==> config.mk <==
export PLATFORM = sky130hd
export DESIGN_NAME = dmem_arbiter_flat
export DESIGN_NICKNAME = d
export VERILOG_FILES = /design/src/rtl/dmem_arbiter_if.sv /design/src/rtl/dmem_arbiter.sv /design/src/flat_wrapper.sv
export SDC_FILE = /design/constraint.sdc
export NUM_CORES = 1
export LEC_CHECK = 0
export CAP_MARGIN = 20
export CORE_AREA = 5 5 224 226
export DETAILED_ROUTE_END_ITERATION = 10
export DIE_AREA = 0 0 229 231
export GPL_ROUTABILITY_DRIVEN = 0
export HOLD_SLACK_MARGIN = 0.05
export PLACE_DENSITY = 0.46
export RECOVER_POWER = 100
export SYNTH_ARGS = -nofsm -noshare
export SYNTH_HDL_FRONTEND = slang
export SYNTH_SLANG_ARGS = --single-unit
==> constraint.sdc <==
create_clock -name clk -period 2.9 [get_ports clk]
set_clock_uncertainty 0.2 [all_clocks]
set_input_delay 0.58 -clock clk [delete_from_list [all_inputs] [get_ports clk]]
set_output_delay 0.58 -clock clk [all_outputs]
set_load 0.03 [all_outputs]
==> src/rtl/dmem_arbiter_if.sv <==
// dmem_arbiter_if: requester, response and dmem buses of the two-port dmem arbiter.
//   rN_req/we/lock/addr/wdata : requester N access request and its fields
//   rN_gnt                    : request accepted this cycle (combinational)
//   rN_rvalid/rdata/err       : registered response one cycle after a grant
//   lock_abort                : pulse when a lock is force-released
//   mem_*                     : single-port dmem access (word-indexed address)
//   slave modport  : arbiter side
//   master modport : requesters plus memory side
interface dmem_arbiter_if;
    logic        r0_req;
    logic        r0_we;
    logic        r0_lock;
    logic [63:0] r0_addr;
    logic [63:0] r0_wdata;
    logic        r0_gnt;
    logic        r0_rvalid;
    logic [63:0] r0_rdata;
    logic        r0_err;
    logic        r1_req;
    logic        r1_we;
    logic        r1_lock;
    logic [63:0] r1_addr;
    logic [63:0] r1_wdata;
    logic        r1_gnt;
    logic        r1_rvalid;
    logic [63:0] r1_rdata;
    logic        r1_err;
    logic        lock_abort;
    logic [63:0] mem_address;
    logic [63:0] mem_write_data;
    logic        mem_write;
    logic        mem_read;
    logic [63:0] mem_read_data;
    modport slave (
        input  r0_req, r0_we, r0_lock, r0_addr, r0_wdata,
        input  r1_req, r1_we, r1_lock, r1_addr, r1_wdata,
        input  mem_read_data,
        output r0_gnt, r0_rvalid, r0_rdata, r0_err,
        output r1_gnt, r1_rvalid, r1_rdata, r1_err,
        output lock_abort, mem_address, mem_write_data, mem_write, mem_read
    );
    modport master (
        output r0_req, r0_we, r0_lock, r0_addr, r0_wdata,
        output r1_req, r1_we, r1_lock, r1_addr, r1_wdata,
        output mem_read_data,
        input  r0_gnt, r0_rvalid, r0_rdata, r0_err,
        input  r1_gnt, r1_rvalid, r1_rdata, r1_err,
        input  lock_abort, mem_address, mem_write_data, mem_write, mem_read
    );
endinterface

==> src/rtl/dmem_arbiter.sv <==
// dmem_arbiter: round-robin two-port arbiter with RMW lock in front of single-port dmem.
//   clk   : rising-edge clock
//   reset : synchronous active-low reset
//   bus   : dmem_arbiter_if.slave (requests, grants, responses, lock_abort, dmem port)
module dmem_arbiter #(
    parameter int DEPTH    = 1024,
    parameter int LOCK_MAX = 16
) (
    input logic           clk,
    input logic           reset,
    dmem_arbiter_if.slave bus
);
    localparam int          CW       = $clog2(LOCK_MAX);
    localparam logic [CW-1:0] LAST_CNT = CW'(LOCK_MAX - 1);
    localparam logic [63:0] ADDR_LIM = 64'(DEPTH) << 3;
    typedef enum logic [1:0] {IDLE, OWN0, OWN1} state_t;
    state_t        r_state;
    logic          r_last;
    logic [CW-1:0] r_lock_cnt;
    logic          r_rvalid0, r_rvalid1, r_err0, r_err1, r_abort;
    logic [63:0]   r_rdata0, r_rdata1;
    logic          w_req0, w_req1, w_gnt0, w_gnt1, w_gnt;
    logic          w_we, w_lock, w_legal, w_acc, w_expire;
    logic [63:0]   w_addr, w_wdata;
    always_comb begin
        w_req0   = reset & bus.r0_req;
        w_req1   = reset & bus.r1_req;
        // In IDLE a tie goes to the side that was not granted last.
        w_gnt0   = (r_state == OWN0) ? w_req0 : (r_state == OWN1) ? 1'b0 : w_req0 & (~w_req1 | r_last);
        w_gnt1   = (r_state == OWN1) ? w_req1 : (r_state == OWN0) ? 1'b0 : w_req1 & (~w_req0 | ~r_last);
        w_gnt    = w_gnt0 | w_gnt1;
        w_addr   = w_gnt1 ? bus.r1_addr  : bus.r0_addr;
        w_wdata  = w_gnt1 ? bus.r1_wdata : bus.r0_wdata;
        w_we     = w_gnt1 ? bus.r1_we    : bus.r0_we;
        w_lock   = w_gnt1 ? bus.r1_lock  : bus.r0_lock;
        w_legal  = (w_addr[2:0] == 3'b000) && (w_addr < ADDR_LIM);
        w_acc    = w_gnt & w_legal;
        // Only the owner can be granted while locked, so any grant here is the owner's.
        w_expire = (r_state != IDLE) && (r_lock_cnt == LAST_CNT) && !(w_gnt && !w_lock);
    end
    assign bus.r0_gnt         = w_gnt0;
    assign bus.r1_gnt         = w_gnt1;
    assign bus.mem_address    = w_acc ? {3'b000, w_addr[63:3]} : '0;
    assign bus.mem_write_data = w_acc ? w_wdata : '0;
    assign bus.mem_write      = w_acc & w_we;
    assign bus.mem_read       = w_acc & ~w_we;
    assign bus.r0_rvalid      = r_rvalid0;
    assign bus.r1_rvalid      = r_rvalid1;
    assign bus.r0_rdata       = r_rdata0;
    assign bus.r1_rdata       = r_rdata1;
    assign bus.r0_err         = r_err0;
    assign bus.r1_err         = r_err1;
    assign bus.lock_abort     = r_abort;
    always_ff @(posedge clk) begin
        if (!reset) begin
            r_state    <= IDLE;
            r_last     <= 1'b1;
            r_lock_cnt <= '0;
            r_rvalid0  <= 1'b0;
            r_rvalid1  <= 1'b0;
            r_rdata0   <= '0;
            r_rdata1   <= '0;
            r_err0     <= 1'b0;
            r_err1     <= 1'b0;
            r_abort    <= 1'b0;
        end else begin
            r_rvalid0  <= w_gnt0;
            r_rvalid1  <= w_gnt1;
            r_rdata0   <= (w_gnt0 & w_legal & ~w_we) ? bus.mem_read_data : '0;
            r_rdata1   <= (w_gnt1 & w_legal & ~w_we) ? bus.mem_read_data : '0;
            r_err0     <= w_gnt0 & ~w_legal;
            r_err1     <= w_gnt1 & ~w_legal;
            r_abort    <= w_expire;
            r_lock_cnt <= (r_state == IDLE) ? '0 : r_lock_cnt + CW'(1);
            if (w_gnt)
                r_last <= w_gnt1;
            // Forced release hands the next tie to the side that was locked out.
            if (w_expire) begin
                r_state <= IDLE;
                r_last  <= (r_state == OWN1);
            end else if (w_gnt) begin
                r_state <= w_lock ? (w_gnt1 ? OWN1 : OWN0) : IDLE;
            end
        end
    end
endmodule

==> src/flat_wrapper.sv <==
// flat-port wrapper written by rule: the top's interface ports become plain ports
module dmem_arbiter_flat 
#(
    parameter int DEPTH    = 1024,
    parameter int LOCK_MAX = 16
)
  (clk, reset, bus_r0_req, bus_r0_we, bus_r0_lock, bus_r0_addr, bus_r0_wdata, bus_r1_req, bus_r1_we, bus_r1_lock, bus_r1_addr, bus_r1_wdata, bus_mem_read_data, bus_r0_gnt, bus_r0_rvalid, bus_r0_rdata, bus_r0_err, bus_r1_gnt, bus_r1_rvalid, bus_r1_rdata, bus_r1_err, bus_lock_abort, bus_mem_address, bus_mem_write_data, bus_mem_write, bus_mem_read);
  dmem_arbiter_if bus_i ();
  input logic clk;
  input logic reset;
  input wire logic [$bits(bus_i.r0_req)-1:0] bus_r0_req;
  input wire logic [$bits(bus_i.r0_we)-1:0] bus_r0_we;
  input wire logic [$bits(bus_i.r0_lock)-1:0] bus_r0_lock;
  input wire logic [$bits(bus_i.r0_addr)-1:0] bus_r0_addr;
  input wire logic [$bits(bus_i.r0_wdata)-1:0] bus_r0_wdata;
  input wire logic [$bits(bus_i.r1_req)-1:0] bus_r1_req;
  input wire logic [$bits(bus_i.r1_we)-1:0] bus_r1_we;
  input wire logic [$bits(bus_i.r1_lock)-1:0] bus_r1_lock;
  input wire logic [$bits(bus_i.r1_addr)-1:0] bus_r1_addr;
  input wire logic [$bits(bus_i.r1_wdata)-1:0] bus_r1_wdata;
  input wire logic [$bits(bus_i.mem_read_data)-1:0] bus_mem_read_data;
  output wire logic [$bits(bus_i.r0_gnt)-1:0] bus_r0_gnt;
  output wire logic [$bits(bus_i.r0_rvalid)-1:0] bus_r0_rvalid;
  output wire logic [$bits(bus_i.r0_rdata)-1:0] bus_r0_rdata;
  output wire logic [$bits(bus_i.r0_err)-1:0] bus_r0_err;
  output wire logic [$bits(bus_i.r1_gnt)-1:0] bus_r1_gnt;
  output wire logic [$bits(bus_i.r1_rvalid)-1:0] bus_r1_rvalid;
  output wire logic [$bits(bus_i.r1_rdata)-1:0] bus_r1_rdata;
  output wire logic [$bits(bus_i.r1_err)-1:0] bus_r1_err;
  output wire logic [$bits(bus_i.lock_abort)-1:0] bus_lock_abort;
  output wire logic [$bits(bus_i.mem_address)-1:0] bus_mem_address;
  output wire logic [$bits(bus_i.mem_write_data)-1:0] bus_mem_write_data;
  output wire logic [$bits(bus_i.mem_write)-1:0] bus_mem_write;
  output wire logic [$bits(bus_i.mem_read)-1:0] bus_mem_read;
  assign bus_i.r0_req = bus_r0_req;
  assign bus_i.r0_we = bus_r0_we;
  assign bus_i.r0_lock = bus_r0_lock;
  assign bus_i.r0_addr = bus_r0_addr;
  assign bus_i.r0_wdata = bus_r0_wdata;
  assign bus_i.r1_req = bus_r1_req;
  assign bus_i.r1_we = bus_r1_we;
  assign bus_i.r1_lock = bus_r1_lock;
  assign bus_i.r1_addr = bus_r1_addr;
  assign bus_i.r1_wdata = bus_r1_wdata;
  assign bus_i.mem_read_data = bus_mem_read_data;
  assign bus_r0_gnt = bus_i.r0_gnt;
  assign bus_r0_rvalid = bus_i.r0_rvalid;
  assign bus_r0_rdata = bus_i.r0_rdata;
  assign bus_r0_err = bus_i.r0_err;
  assign bus_r1_gnt = bus_i.r1_gnt;
  assign bus_r1_rvalid = bus_i.r1_rvalid;
  assign bus_r1_rdata = bus_i.r1_rdata;
  assign bus_r1_err = bus_i.r1_err;
  assign bus_lock_abort = bus_i.lock_abort;
  assign bus_mem_address = bus_i.mem_address;
  assign bus_mem_write_data = bus_i.mem_write_data;
  assign bus_mem_write = bus_i.mem_write;
  assign bus_mem_read = bus_i.mem_read;
  dmem_arbiter #(.DEPTH(DEPTH), .LOCK_MAX(LOCK_MAX)) u_core (.clk(clk), .reset(reset), .bus(bus_i));
endmodule
==> results.md, run 1 <==
* Status: finished, violations left
* Failing checks: setup timing
* Starting Density at 0.118
* RSZ-0062 raised after global routing: yes
* Fin crit share at 1.11
* Max transition margin at 0.389
* Number of synthesized flops with an enable pin at 0
* Clk pwr share at 0.453
* GRT Overall Usage at 0.130
* Die width at 229 um
* Layout cell share with drive strength beyond 1 at 0.324
* HP Class: reg2reg
* Power per cell area at 343 nW/um^2
* Cells after synthesis at 604
* CTS Buf Count at 17
* Via count at 6,922
* WL final at 38,100 um
* Maximum vdd ir drop at 0.286 mV
* Worst setup EP type: output port
* Placed Area at 12,400 um^2
* Clock Sinks at 140
* Root Buffer: clkbuf_16
* Final HPWL DP at 29,600 um
* Yosys warns at 0
* Register area at 2810 um^2
* Die ar. at 52,900 um^2
* Fin crit period at 3.22 ns
* Power Total at 4.90 mW
* Worst-path clk slew at 0.06 ns
* Fmax at 0.311 GHz
* Synth top area cells: dfxtp_1 (49%), a22o_1 (12%), a211oi_1 (8.6%), buf_4 (7.2%), nor2_1 (5.0%)
* Area grow syn2layout at 152%
* Core area at 48,100 um^2
* Sw frac at 0.270
* Setup slack after layout at -0.320 ns
* Combinational Power Share at 0.152
* I/O Pins at 593
* DR WL/cell at 20.4 um
* Post-route cell area at 14,300 um^2
* Row count at 81
* Post-synth top area share at 0.494
* Net Sw Power at 1.32 mW
* P_leak at 6.51 nW
* Mux share of post-synthesis cell area at 0.00177
* Synth Area in Compound Gates at 0.222
* Setup_tns at -20.86 ns
* Core Util, Final at 0.296
* Clk buf depth at 2
* DRT antenna net count at 0
* DR DRC count at 0
* Internal power at 3.58 mW
* Max Slew Vio Count at 0
* Die extent in y at 231 um
* Filler instances at 5,004
* CP Max Fanout at 5
* Vias in the first global route at 7,375
* Worst slew pin tran at 0.916 ns
* Setup Crit Path Kind: in2out
* Adder-cell share of the synthesized area at 0.00397
* Max_cap viols at 0
* FF+latch count, synth at 140
* Area taken by multi-input logic gates at 3190 um^2
* Most numerous cell in the Yosys netlist: dfxtp_1
* First-pass GRT wire length at 51,000 um
* Largest family of logic cells by synthesized area: compound AO/OA/AOI/OAI gates
* Cell taking the most area after synthesis: dfxtp_1
* Mapped Avg Cell Area at 9.38 um^2
* CP startpoint kind: primary input
* Endpoints failing setup at 82
* Reg power frac at 0.396
* Port Buffers at 538
* Crit path DAT at 2.44 ns
* GRT overflow at 0
* Ys async rst share at 0
* Initial DRC count at 204
* Prevailing post-synth register cell: dfxtp_1
* Register area share after synthesis at 0.494
* Synth Area in Simple Gates at 0.112
* Layout Nets at 1,561
* CTS tree: done
* Yosys cell types at 42
* Initial antenna violation count at 15
* Drt pass-1 iters at 4
* Vias per inst at 3.70
* Syn Std Cell Area at 5670 um^2
* Post-synth top cells: dfxtp_1 (140), a22o_1 (77), nor2_1 (76)
* Worst-Skew Late Latency at 0.43 ns
* WP data required at 2.12 ns
* Hold Vio Cnt, Final at 0
* Dpl ws at -0.695 ns
* Quantity of hold-fixing buffers added after cts at 0
* XOR/XNOR Fraction of Synth Area at 0.00309
* H-tree depth at 4
* Largest net degree at the start of global routing at 33
==> registers in the layout (all words and copies together), names as in the netlist <==
signal,cells
u_core.bus.r0_rvalid,1
u_core.bus.r1_err,1
u_core.bus.r1_rvalid,1
u_core.r_state,2
u_core.r_lock_cnt,4
u_core.bus.r1_rdata,64
u_core.bus.lock_abort,1
u_core.bus.r0_rdata,64
u_core.bus.r0_err,1
u_core.r_last,1
==> kinds of logic after synthesis <==
logic type	count (synthesis)
xor gates and xnor gates	2
AOI/OAI and AO/OA	153
adders and majority gates	2
and+or+nand+nor	130
buffers and inverters	175
DFF	140
other	1
muxes	1
==> layer usage <==
| layer | routed length, um | track usage |
|---|---|---|
| met1 | 16200 | 0.156 |
| met2 | 18200 | 0.219 |
| met3 | 3080 | 0.0517 |
| met4 | 502 | 0.0323 |
| met5 | 122 | 0 |
==> cells in the final DEF (no fill, tap or decap), types with 3 or more instances in the layout <==
cell type,netlist,routed
nand2_1,3,3
clkdlybuf4s15_2,0,4
conb_1,1,54
clkbuf_4,0,3
clkdlybuf4s50_1,0,219
a22o_4,0,71
inv_1,73,73
nor2_1,76,74
buf_12,0,13
a22o_1,77,6
buf_6,5,100
nor4_1,26,7
nand4_1,6,6
clkdlybuf4s15_1,0,32
dlygate4sd2_1,0,27
nor4_2,1,13
inv_6,0,7
clkbuf_2,0,23
clkbuf_16,0,22
dlygate4sd3_1,0,134
clkbuf_1,22,3
buf_8,0,7
buf_4,54,58
dfxtp_1,140,138
a211oi_2,0,21
buf_2,17,19
nand3_1,5,3
and3_4,0,6
buf_16,0,6
nor4_4,0,7
a211oi_1,65,44
==> cell type report <==
cell class | count | share of cell area
timing repair buffer | 654 | 0.463
multi-input combinational | 345 | 0.223
sequential | 140 | 0.197
tap | 622 | 0.0546
clock buffer | 18 | 0.0308
inverter | 74 | 0.0197
clock inverter | 14 | 0.0108
antenna | 2 | 0.000351
==> per-stage QoR <==
stage	hold slack [ns]	cells
final	0.259	1869
after global routing	0.277	1868
after CTS	0.263	1859
after detailed placement	0.246	1790
after global placement	0.233	1790
after floorplan	0.218	657
==> worst max-delay path: stages <==
cell and delay [ns]:
clkdlybuf4s15_1 0.17, nor4_2 0.33, nand4_1 0.22, nor2_4 0.28, and3_4 0.34, buf_6 0.14, buf_16 0.11, a22o_4 0.12
buf_6 0.12
==> path summary, 6_finish.rpt <==
path / start / endpoint / slack (ns) / cells after the start
worst min-delay path: u_core.r_lock_cnt[0]$_SDFF_PP0_ / u_core.r_lock_cnt[0]$_SDFF_PP0_ / 0.26 / 1
worst max register to register: u_core.r_last$_SDFFE_PN1P_ / u_core.bus.r0_rdata[16]$_SDFF_PN0_ / 0.19 / 13
worst max-delay path: bus_r1_addr[38] / bus_mem_write_data[43] / -0.32 / 9
worst min register to register: u_core.r_lock_cnt[0]$_SDFF_PP0_ / u_core.r_lock_cnt[0]$_SDFF_PP0_ / 0.26 / 1
==> timing repair <==
item / 4_1_cts / 5_1_grt
hold endpoints to repair: 0 / 0
setup buffers: 28 / 12
resized for setup: 353 / 112
endpoints found under the setup margin: 77 / 206
pin swaps: 43 / 32
cloned: 10 / 8
==> power by group through the flow <==
stage               sequential (mW)  clock, mW  combinational (mW)
floorplan                      1.99          0               0.237
global placement               1.98          0               0.741
detailed placement             1.98          0               0.742
CTS                            1.94       2.29               0.732
global route                   1.94       2.38               0.786
finish                         1.94       2.22               0.742
Note: power is estimated with default switching activity, not from simulation.
==> inputs of run 2 (changes only) <==
Settings changed: MAX_ROUTING_LAYER from default to met4.
==> run 2 against run 1 <==
Against the previous run:
- the flow still finishes with violations (setup timing)
- core utilization up 0.19 points
- worst hold slack better by 0.0011 ns
- critical path depth up 2
- register-to-register slack worse by 0.15 ns
- critical path type unchanged
==> results.md, run 2 (synthesized netlist as in run 1, its figures left out) <==
* Drt pass-1 iters at 4 (unchanged)
* Vias in the first global route at 7,370 (-0.068%)
* Crit-path most repeated cell: buf_6
* Power per cell area at 342 nW/um^2 (-0.44%)
* Placed Area at 12,400 um^2 (unchanged)
* Failing checks: setup timing
* Setup_tns at -23.02 ns (-2.16 ns)
* Via count at 6,904 (-0.26%)
* DR DRC count at 0 (unchanged)
* Final cell count without fillers at 1,881 (+0.64%)
* Clock Sinks at 140 (unchanged)
* Area grow syn2layout at 153%
* Fmax at 0.312 GHz (+0.61%)
* Dpl ws at -0.695 ns (unchanged)
* Power Total at 4.90 mW (+0.19%)
* Worst hold slack at 0.260 ns (+0.00108 ns)
* CP Max Fanout at 4 (-1)
* Root Buffer: clkbuf_16
* Max transition margin at 0.376 (-0.0130)
* Setup slack after layout at -0.300 ns (+0.0195 ns)
* CP startpoint kind: primary input
* Worst path slowest cell: nor3_4
* Worst setup EP type: output port
* Final HPWL DP at 29,600 um (unchanged)
* Layout Nets at 1,561 (unchanged)
* Status: finished, violations left
* Worst stage delay on the critical path at 0.28 ns (-0.06 ns)
* P_leak at 6.55 nW (+0.54%)
* Core area at 48,100 um^2 (unchanged)
* Maximum vdd ir drop at 0.284 mV (-0.70%)
* Row count at 81 (unchanged)
* CTS tree: done
* Hold Vio Cnt, Final at 0 (unchanged)
* GRT overflow at 0 (unchanged)
* Commonest non-fill, non-tap cells in the layout: clkdlybuf4s50_1 (219), dfxtp_1 (138), dlygate4sd3_1 (134), buf_6 (101), nor2_1 (74)
* H-tree depth at 4 (unchanged)
* Initial antenna violation count at 16 (+1)
* GRT Overall Usage at 0.134 (+0.00385)
* Post-route cell area at 14,400 um^2 (+0.63%)
* Quantity of hold-fixing buffers added after cts at 0 (unchanged)
* DR WL/cell at 20.3 um (-0.72%)
* Starting Density at 0.118 (unchanged)
* Worst-Skew Late Latency at 0.43 ns (about the same)
* DRT antenna net count at 0 (unchanged)
* I/O Pins at 593 (unchanged)
* Max Slew Vio Count at 0 (unchanged)
* HP Class: reg2reg
* Layout cell share with drive strength beyond 1 at 0.324 (unchanged)
* RSZ-0062 raised after global routing: yes
* Die extent in y at 231 um (unchanged)
* Vias per inst at 3.67 (-0.90%)
* Max_cap viols at 0 (unchanged)
* Initial DRC count at 229 (+12%)
* CTS Buf Count at 17 (unchanged)
* Setup Crit Path Kind: in2out
* Endpoints failing setup at 124 (+51%)
* Most common cell after layout, fill and taps aside: clkdlybuf4s50_1
* WP data required at 2.12 ns (about the same)
* First-pass GRT wire length at 50,900 um (about the same)
* Crit path DAT at 2.42 ns (-0.02 ns)
* Fin crit share at 1.10 (-0.00672)
* Placed Instances at 1,790 (unchanged)
* Worst-path clk slew at 0.06 ns (about the same)
* Fin crit period at 3.20 ns (-0.0195 ns)
* Core Util, Final at 0.298 (+0.00187)
* Clk buf depth at 2 (unchanged)
* Crit path cell chain: buf_6 > nor4_4 > buf_4 > nand4_1 > nor3_4 > buf_4 > buf_6 > and3_4 > buf_6 > a22o_1 > buf_6
* Port Buffers at 538 (unchanged)
* WL final at 38,100 um (about the same)
* Worst slew pin tran at 0.935 ns (+0.0195 ns)
* Largest net degree at the start of global routing at 33 (unchanged)
* Die ar. at 52,900 um^2 (unchanged)
* Die width at 229 um (unchanged)
run 2: cell count changes in the layout (fill, tap and decap cells not counted):
| cell | delta |
|---|---|
| diode_2 | +12 |
| buf_12 | +1 |
| clkbuf_16 | +2 |
| buf_4 | +2 |
| buf_6 | +1 |
| nand3_1 | +1 |
| nand3_2 | -1 |
| clkbuf_1 | -1 |
| clkbuf_2 | -4 |
| clkbuf_4 | -1 |
run 2: where the power goes:
| part | total, mW | internal (mW) | switching (mW) |
|---|---|---|---|
| Clock | 2.22 | 1.24 | 0.982 |
| Combinational | 0.742 | 0.403 | 0.339 |
| Sequential | 1.94 | 1.93 | 0.00804 |
| Total | 4.90 | 3.58 | 1.33 |
run 2: layer usage:
layer,GRT usage,share of wire
met1,0.158,0.43
met2,0.219,0.48
met4,0.0323,0.014
met5,-,0
met3,0.0486,0.080
run 2: cell type report:
type,count,area [um^2]
Tap cell,622,778
Clock inverter,14,154
Clock buffer,18,439
Timing Repair Buffer,654,6670
Antenna cell,14,35.0
Fill cell,4994,33800
Multi-Input combinational cell,345,3180
Sequential cell,140,2810
Inverter,74,280
run 2: worst paths after layout:
kind | cells after the start | slack, ns | endpoint | from
max | 11 | -0.30 | bus_mem_write_data[1] | bus_r1_addr[46]
min | 1 | 0.26 | u_core.r_lock_cnt[0]$_SDFF_PP0_ | u_core.r_lock_cnt[0]$_SDFF_PP0_
max reg2reg | 13 | 0.04 | u_core.bus.r0_rdata[4]$_SDFF_PN0_ | u_core.r_state[0]$_SDFFE_PP0P_
min reg2reg | 1 | 0.26 | u_core.r_lock_cnt[0]$_SDFF_PP0_ | u_core.r_lock_cnt[0]$_SDFF_PP0_
run 2: worst max-delay path: cells and delay by family:
family	cells	cell delay, ns
buf+inv	6	0.75
compound gates	1	0.15
simple gates	4	0.92
run 2: what timing repair did:
| action | in CTS | in global routing |
|---|---|---|
| cloned | 10 | 8 |
| setup endpoints to repair | 77 | 206 |
| gates resized for setup | 353 | 112 |
| pin swaps | 43 | 33 |
| setup buffers | 28 | 12 |
| hold endpoints to repair | 0 | 0 |
